===== config.mk =====
export PLATFORM = sky130hd
export DESIGN_NAME = eth_fcs_pad
export DESIGN_NICKNAME = d
export VERILOG_FILES = /design/src/rtl/eth_fcs_pad.sv
export SDC_FILE = /design/constraint.sdc
export NUM_CORES = 1
export LEC_CHECK = 0
export CORE_MARGIN = 2
export CORE_UTILIZATION = 45
export CTS_CLUSTER_SIZE = 8
export DETAILED_ROUTE_END_ITERATION = 8
export PLACE_DENSITY = 0.62
export SYNTH_ARGS = -nofsm -noshare
export SYNTH_HDL_FRONTEND = slang
export SYNTH_SLANG_ARGS = --single-unit

===== constraint.sdc =====
create_clock -name clk -period 4.1 [get_ports clk]
set_input_delay 0.82 -clock clk [delete_from_list [all_inputs] [get_ports clk]]
set_output_delay 0.82 -clock clk [all_outputs]
set_load 0.02 [all_outputs]

===== src/rtl/eth_fcs_pad.sv =====
// Ethernet frame tail stage: forwards frame bytes, zero-pads to the minimum length,
// drops over-length bytes and appends the reflected CRC-32 FCS, LS byte first.
module eth_fcs_pad #(
    parameter int MIN_FRAME = 60,
    parameter int MAX_FRAME = 1514
) (
    input  logic       clk,
    input  logic       reset_n,
    input  logic [7:0] in_data,
    input  logic       in_valid,
    output logic       in_ready,
    input  logic       in_start,
    input  logic       in_last,
    output logic [7:0] out_data,
    output logic       out_valid,
    input  logic       out_ready,
    output logic       out_start,
    output logic       out_last,
    output logic       err_pulse
);

    typedef enum logic [1:0] {IDLE, PASS, PAD, FCS} state_t;

    localparam logic [31:0] POLY  = 32'hEDB88320;
    localparam logic [10:0] MIN_C = 11'(MIN_FRAME);
    localparam logic [10:0] MAX_C = 11'(MAX_FRAME);

    function automatic logic [31:0] crc_byte(input logic [31:0] c, input logic [7:0] d);
        logic [31:0] r;
        r = c ^ {24'h0, d};
        for (int i = 0; i < 8; i++)
            r = r[0] ? ((r >> 1) ^ POLY) : (r >> 1);
        return r;
    endfunction

    function automatic logic [10:0] sat_inc(input logic [10:0] c);
        return (c >= MAX_C) ? MAX_C : c + 11'd1;
    endfunction

    state_t      state, state_n;
    logic [10:0] cnt, cnt_n;
    logic [31:0] crc, crc_n, crc_eff, fcs_word;
    logic [1:0]  fcs_idx, fcs_idx_n;
    logic        ovf, ovf_n;
    logic        out_fcs, ofcs_n;
    logic [7:0]  od_n;
    logic        ov_n, os_n, ol_n, err_n;
    logic        slot_free, out_fire, in_fire;

    assign slot_free = !out_valid || out_ready;
    assign out_fire  = out_valid && out_ready;
    assign in_ready  = reset_n && (state == IDLE || state == PASS) && slot_free;
    assign in_fire   = in_valid && in_ready;

    // The byte leaving the output register this cycle is folded in before an FCS byte is formed.
    assign crc_eff  = (out_fire && !out_fcs) ? crc_byte(crc, out_data) : crc;
    assign fcs_word = ~crc_eff;

    always_comb begin
        state_n   = state;
        cnt_n     = cnt;
        crc_n     = crc_eff;
        fcs_idx_n = fcs_idx;
        ovf_n     = ovf;
        err_n     = 1'b0;
        od_n      = out_data;
        ov_n      = out_valid && !out_ready;
        os_n      = out_start;
        ol_n      = out_last;
        ofcs_n    = out_fcs;
        unique case (state)
            IDLE: begin
                if (in_fire) begin
                    if (!in_start) begin
                        err_n = 1'b1;
                    end else begin
                        od_n      = in_data;
                        ov_n      = 1'b1;
                        os_n      = 1'b1;
                        ol_n      = 1'b0;
                        ofcs_n    = 1'b0;
                        cnt_n     = 11'd1;
                        ovf_n     = 1'b0;
                        fcs_idx_n = 2'd0;
                        if (in_last)
                            state_n = (11'd1 < MIN_C) ? PAD : FCS;
                        else
                            state_n = PASS;
                    end
                end
            end
            PASS: begin
                if (in_fire) begin
                    if (in_start)
                        err_n = 1'b1;
                    if (cnt >= MAX_C) begin
                        // Over-length bytes are swallowed; flag only the first one.
                        if (!ovf)
                            err_n = 1'b1;
                        ovf_n = 1'b1;
                        if (in_last)
                            state_n = FCS;
                    end else begin
                        od_n   = in_data;
                        ov_n   = 1'b1;
                        os_n   = 1'b0;
                        ol_n   = 1'b0;
                        ofcs_n = 1'b0;
                        cnt_n  = sat_inc(cnt);
                        if (in_last)
                            state_n = (sat_inc(cnt) < MIN_C) ? PAD : FCS;
                    end
                end
            end
            PAD: begin
                if (slot_free) begin
                    od_n   = 8'h00;
                    ov_n   = 1'b1;
                    os_n   = 1'b0;
                    ol_n   = 1'b0;
                    ofcs_n = 1'b0;
                    cnt_n  = sat_inc(cnt);
                    if (sat_inc(cnt) >= MIN_C)
                        state_n = FCS;
                end
            end
            FCS: begin
                if (slot_free) begin
                    if (out_valid && out_last) begin
                        state_n = IDLE;
                        crc_n   = 32'hFFFFFFFF;
                    end else begin
                        od_n      = fcs_word[{fcs_idx, 3'b000} +: 8];
                        ov_n      = 1'b1;
                        os_n      = 1'b0;
                        ol_n      = (fcs_idx == 2'd3);
                        ofcs_n    = 1'b1;
                        fcs_idx_n = fcs_idx + 2'd1;
                    end
                end
            end
            default: state_n = IDLE;
        endcase
    end

    // Output register stage
    always_ff @(posedge clk or negedge reset_n) begin
        if (!reset_n) begin
            state     <= IDLE;
            cnt       <= '0;
            crc       <= 32'hFFFFFFFF;
            fcs_idx   <= '0;
            ovf       <= 1'b0;
            out_fcs   <= 1'b0;
            out_data  <= '0;
            out_valid <= 1'b0;
            out_start <= 1'b0;
            out_last  <= 1'b0;
            err_pulse <= 1'b0;
        end else begin
            state     <= state_n;
            cnt       <= cnt_n;
            crc       <= crc_n;
            fcs_idx   <= fcs_idx_n;
            ovf       <= ovf_n;
            out_fcs   <= ofcs_n;
            out_data  <= od_n;
            out_valid <= ov_n;
            out_start <= os_n;
            out_last  <= ol_n;
            err_pulse <= err_n;
        end
    end

endmodule


==> impl_metrics.ini <==
[outcome]
status = finished, final reports clean

[global_route]
grt-ovfl-total = 0
track_usage_pct = 22.1
grt_use_met3_pct = 5.40
antenna_found_initial = 1
grt_pass1_wl_um = 19500
grt_busiest_layer = met2
grt_max_degree = 47
grtUsageMet1_pct = 28.3
grt_use_met2_pct = 36.3
grt_pass1_vias = 3767

[setup_path]
crit_path_frequent_cell = clkdlybuf4s50_1
crit_slowest_cell = clkdlybuf4s50_1
crit_required_ns = 3.28
criticalPathCategory = in -> out
critPathArrivalTime_ns = 2.48
end_kind = output port
crit_path_max_fanout = 8
cpPeakStageDelay_ns = 0.61
start_kind = input pin
path_cells = clkdlybuf4s50_1 > nand2b_1 > nand2_1 > nor2_1 > clkdlybuf4s50_1

[layout]
synthToLayoutAreaGrowth_pct = 12.2
final_nets = 515
fin_util_pct = 51.7
multi_input_area_um2 = 2960
regArea_um2 = 1570
drive_gt1_share_pct = 16.2
fill_cells = 949

[clocking]
clockBufferDepth = 2
cts-buffers-inserted = 9
clock-sinks = 61
h-tree-depth = 3
cts-root-buf = clkbuf_8
ctsHoldBuffers = 0
ctsResizeCount = 0
cts_tree = built
clkTransAtPathRegs_ns = 0.07
clkLatencyLatePin_ns = 0.35
cts_setup_buffers = 0

[timing]
rsz0062_at_grt = false
finalSetupTns_ns = 0
setup_viol = 0
final_max_slew_viol_count = 0
finalHoldViolations = 0
slew_headroom_pct = 54.4
period_share_pct = 80.5
skew_ns = 0.0168
fmax_ghz = 0.303
finalCriticalPeriod_ns = 3.30
tightest_slew_ns = 0.677

[drt]
drt_iter0_drc = 164
drt_drc_violations_left = 0
dr.pass1.iters = 4
vias = 3642
antenna_left = 0
via_per_inst = 5.73
wl_per_cell_um = 18.5
routed_wl_um = 11800

[worst_hold_path]
hp-class = in -> async

[job]
maxCapViolCount = 0

[synth]
synth-main-ff-cell = dfstp_2
synthDistinctLibCells = 72
syn_area_um2 = 4710
synth-edff-count = 0
syn_avg_cell_area_um2 = 9.90
async_flop_share_pct = 100
synth_warnings = 0
ys_ff_latch = 61
synthCells = 476
synth_fp_nets = 497
seq_area_frac_synth_pct = 33.2

[placed_design]
io_buffers = 26
dp_hpwl_um = 8250
gp_congestion = 0.834

[floorplan]
die_x_um = 106
start_util_pct = 46.1
io_pins = 27
core_area_um2 = 10200
die_h_um = 106
dieArea_um2 = 11300
rows = 37
-- synth_stat cells, types with 12 or more instances --
| master | instances | area, um^2 |
|---|---|---|
| dfstp_2 | 32 | 841 |
| dfrtp_1 | 29 | 726 |
| a21oi_1 | 19 | 95.1 |
| buf_2 | 12 | 60.1 |
| nand3_1 | 15 | 75.1 |
| o211ai_1 | 17 | 128 |
| mux2i_1 | 15 | 150 |
| a22o_1 | 14 | 123 |
| xor2_1 | 14 | 123 |
| inv_1 | 16 | 60.1 |
| xnor3_1 | 14 | 315 |
| nor2_1 | 24 | 90.1 |
| o21ai_0 | 21 | 105 |
| xnor2_1 | 24 | 210 |
| nand2_1 | 65 | 244 |
-- critical path, delay by kind of cell --
kind	cells	cell delay, ns
buffers and inverters	2	1.17
and+or+nand+nor	3	0.48
-- worst paths after layout --
kind                                       startpoint                       to  slack (ns)  cells past startpoint
worst max-delay path                        out_ready                 in_ready        0.80                      5
worst min-delay path                          reset_n      err_pulse$_DFF_PN0_        0.43                      1
worst max register to register   state[1]$_DFFE_PN0P_       cnt[3]$_DFFE_PN0P_        1.33                      8
worst min register to register  out_start$_DFFE_PN0P_    out_start$_DFFE_PN0P_        0.50                      2
max in group asynchronous                     reset_n  out_data[5]$_DFFE_PN0P_        2.65                      2
min in group clk                out_start$_DFFE_PN0P_    out_start$_DFFE_PN0P_        0.50                      2
-- placed cells by master, fill, tap and decap left out, types with 4 or more instances in the layout --
cell / n
a21o_1: 4
xnor3_1: 14
nand2_1: 65
clkbuf_8: 11
ha_1: 7
a22o_1: 14
nor2_1: 24
o211ai_1: 17
xnor2_2: 4
a21oi_1: 19
dfstp_2: 32
dfrtp_1: 29
mux2i_1: 15
xnor2_1: 24
xor3_1: 4
xor2_1: 14
nand4_1: 7
nand3_1: 15
inv_1: 16
and3_1: 8
buf_4: 9
clkdlybuf4s50_1: 25
o31ai_1: 7
and2_1: 8
nand2b_1: 7
o21ai_0: 21
-- metrics by stage --
| step | hold WS (ns) | instances | setup WS [ns] | instance area (um^2) |
|---|---|---|---|---|
| 6_report | 0.431 | 636 | 0.801 | 5290 |
| 5_1_grt | 0.451 | 635 | 0.682 | 5280 |
| 4_1_cts | 0.436 | 635 | 0.810 | 5280 |
| 3_5_place_dp | 0.489 | 619 | 0.680 | 5080 |
| 3_3_place_gp | 0.474 | 619 | 0.762 | 5080 |
| 2_1_floorplan | 0.471 | 476 | 1.73 | 4710 |
-- flip-flops by register name, summed over array words and instances (netlist names) --
register,cells
cnt,11
crc,32
err_pulse,1
fcs_idx,2
out_data,8
out_fcs,1
out_last,1
out_start,1
out_valid,1
ovf,1
state,2
-- layer usage --
| metal | part of all wire, % | vias up |
|---|---|---|
| met2 | 47 | 81 |
| met3 | 4.0 | 21 |
| met1 | 46 | 1780 |
| met5 | 0 | - |
| li1 | - | 1760 |
| met4 | 2.2 | 0 |
-- cell families after synthesis --
family	after synthesis	synth area share, %
multiplexers	18	3.90
adder cells (fa/ha/maj)	7	1.86
AO/OA/AOI/OAI	127	19.8
AND/OR/NAND/NOR	149	15.0
flip-flops	61	33.2
buffers and inverters	44	3.93
XOR/XNOR	70	22.3
-- cell type report --
type,instances,share of cell area (%)
repair buffers,35,6.11
diodes,1,0.0473
flip-flops and latches,61,29.6
well taps,136,3.22
clock buffers,12,2.93
inverters,16,1.14
multi-input cells,371,56.0
clock inverters,4,0.899
Power is left out: the tool's default activity adds up to more than one toggle a clock period on the data nets, which glitch-free logic cannot reach.
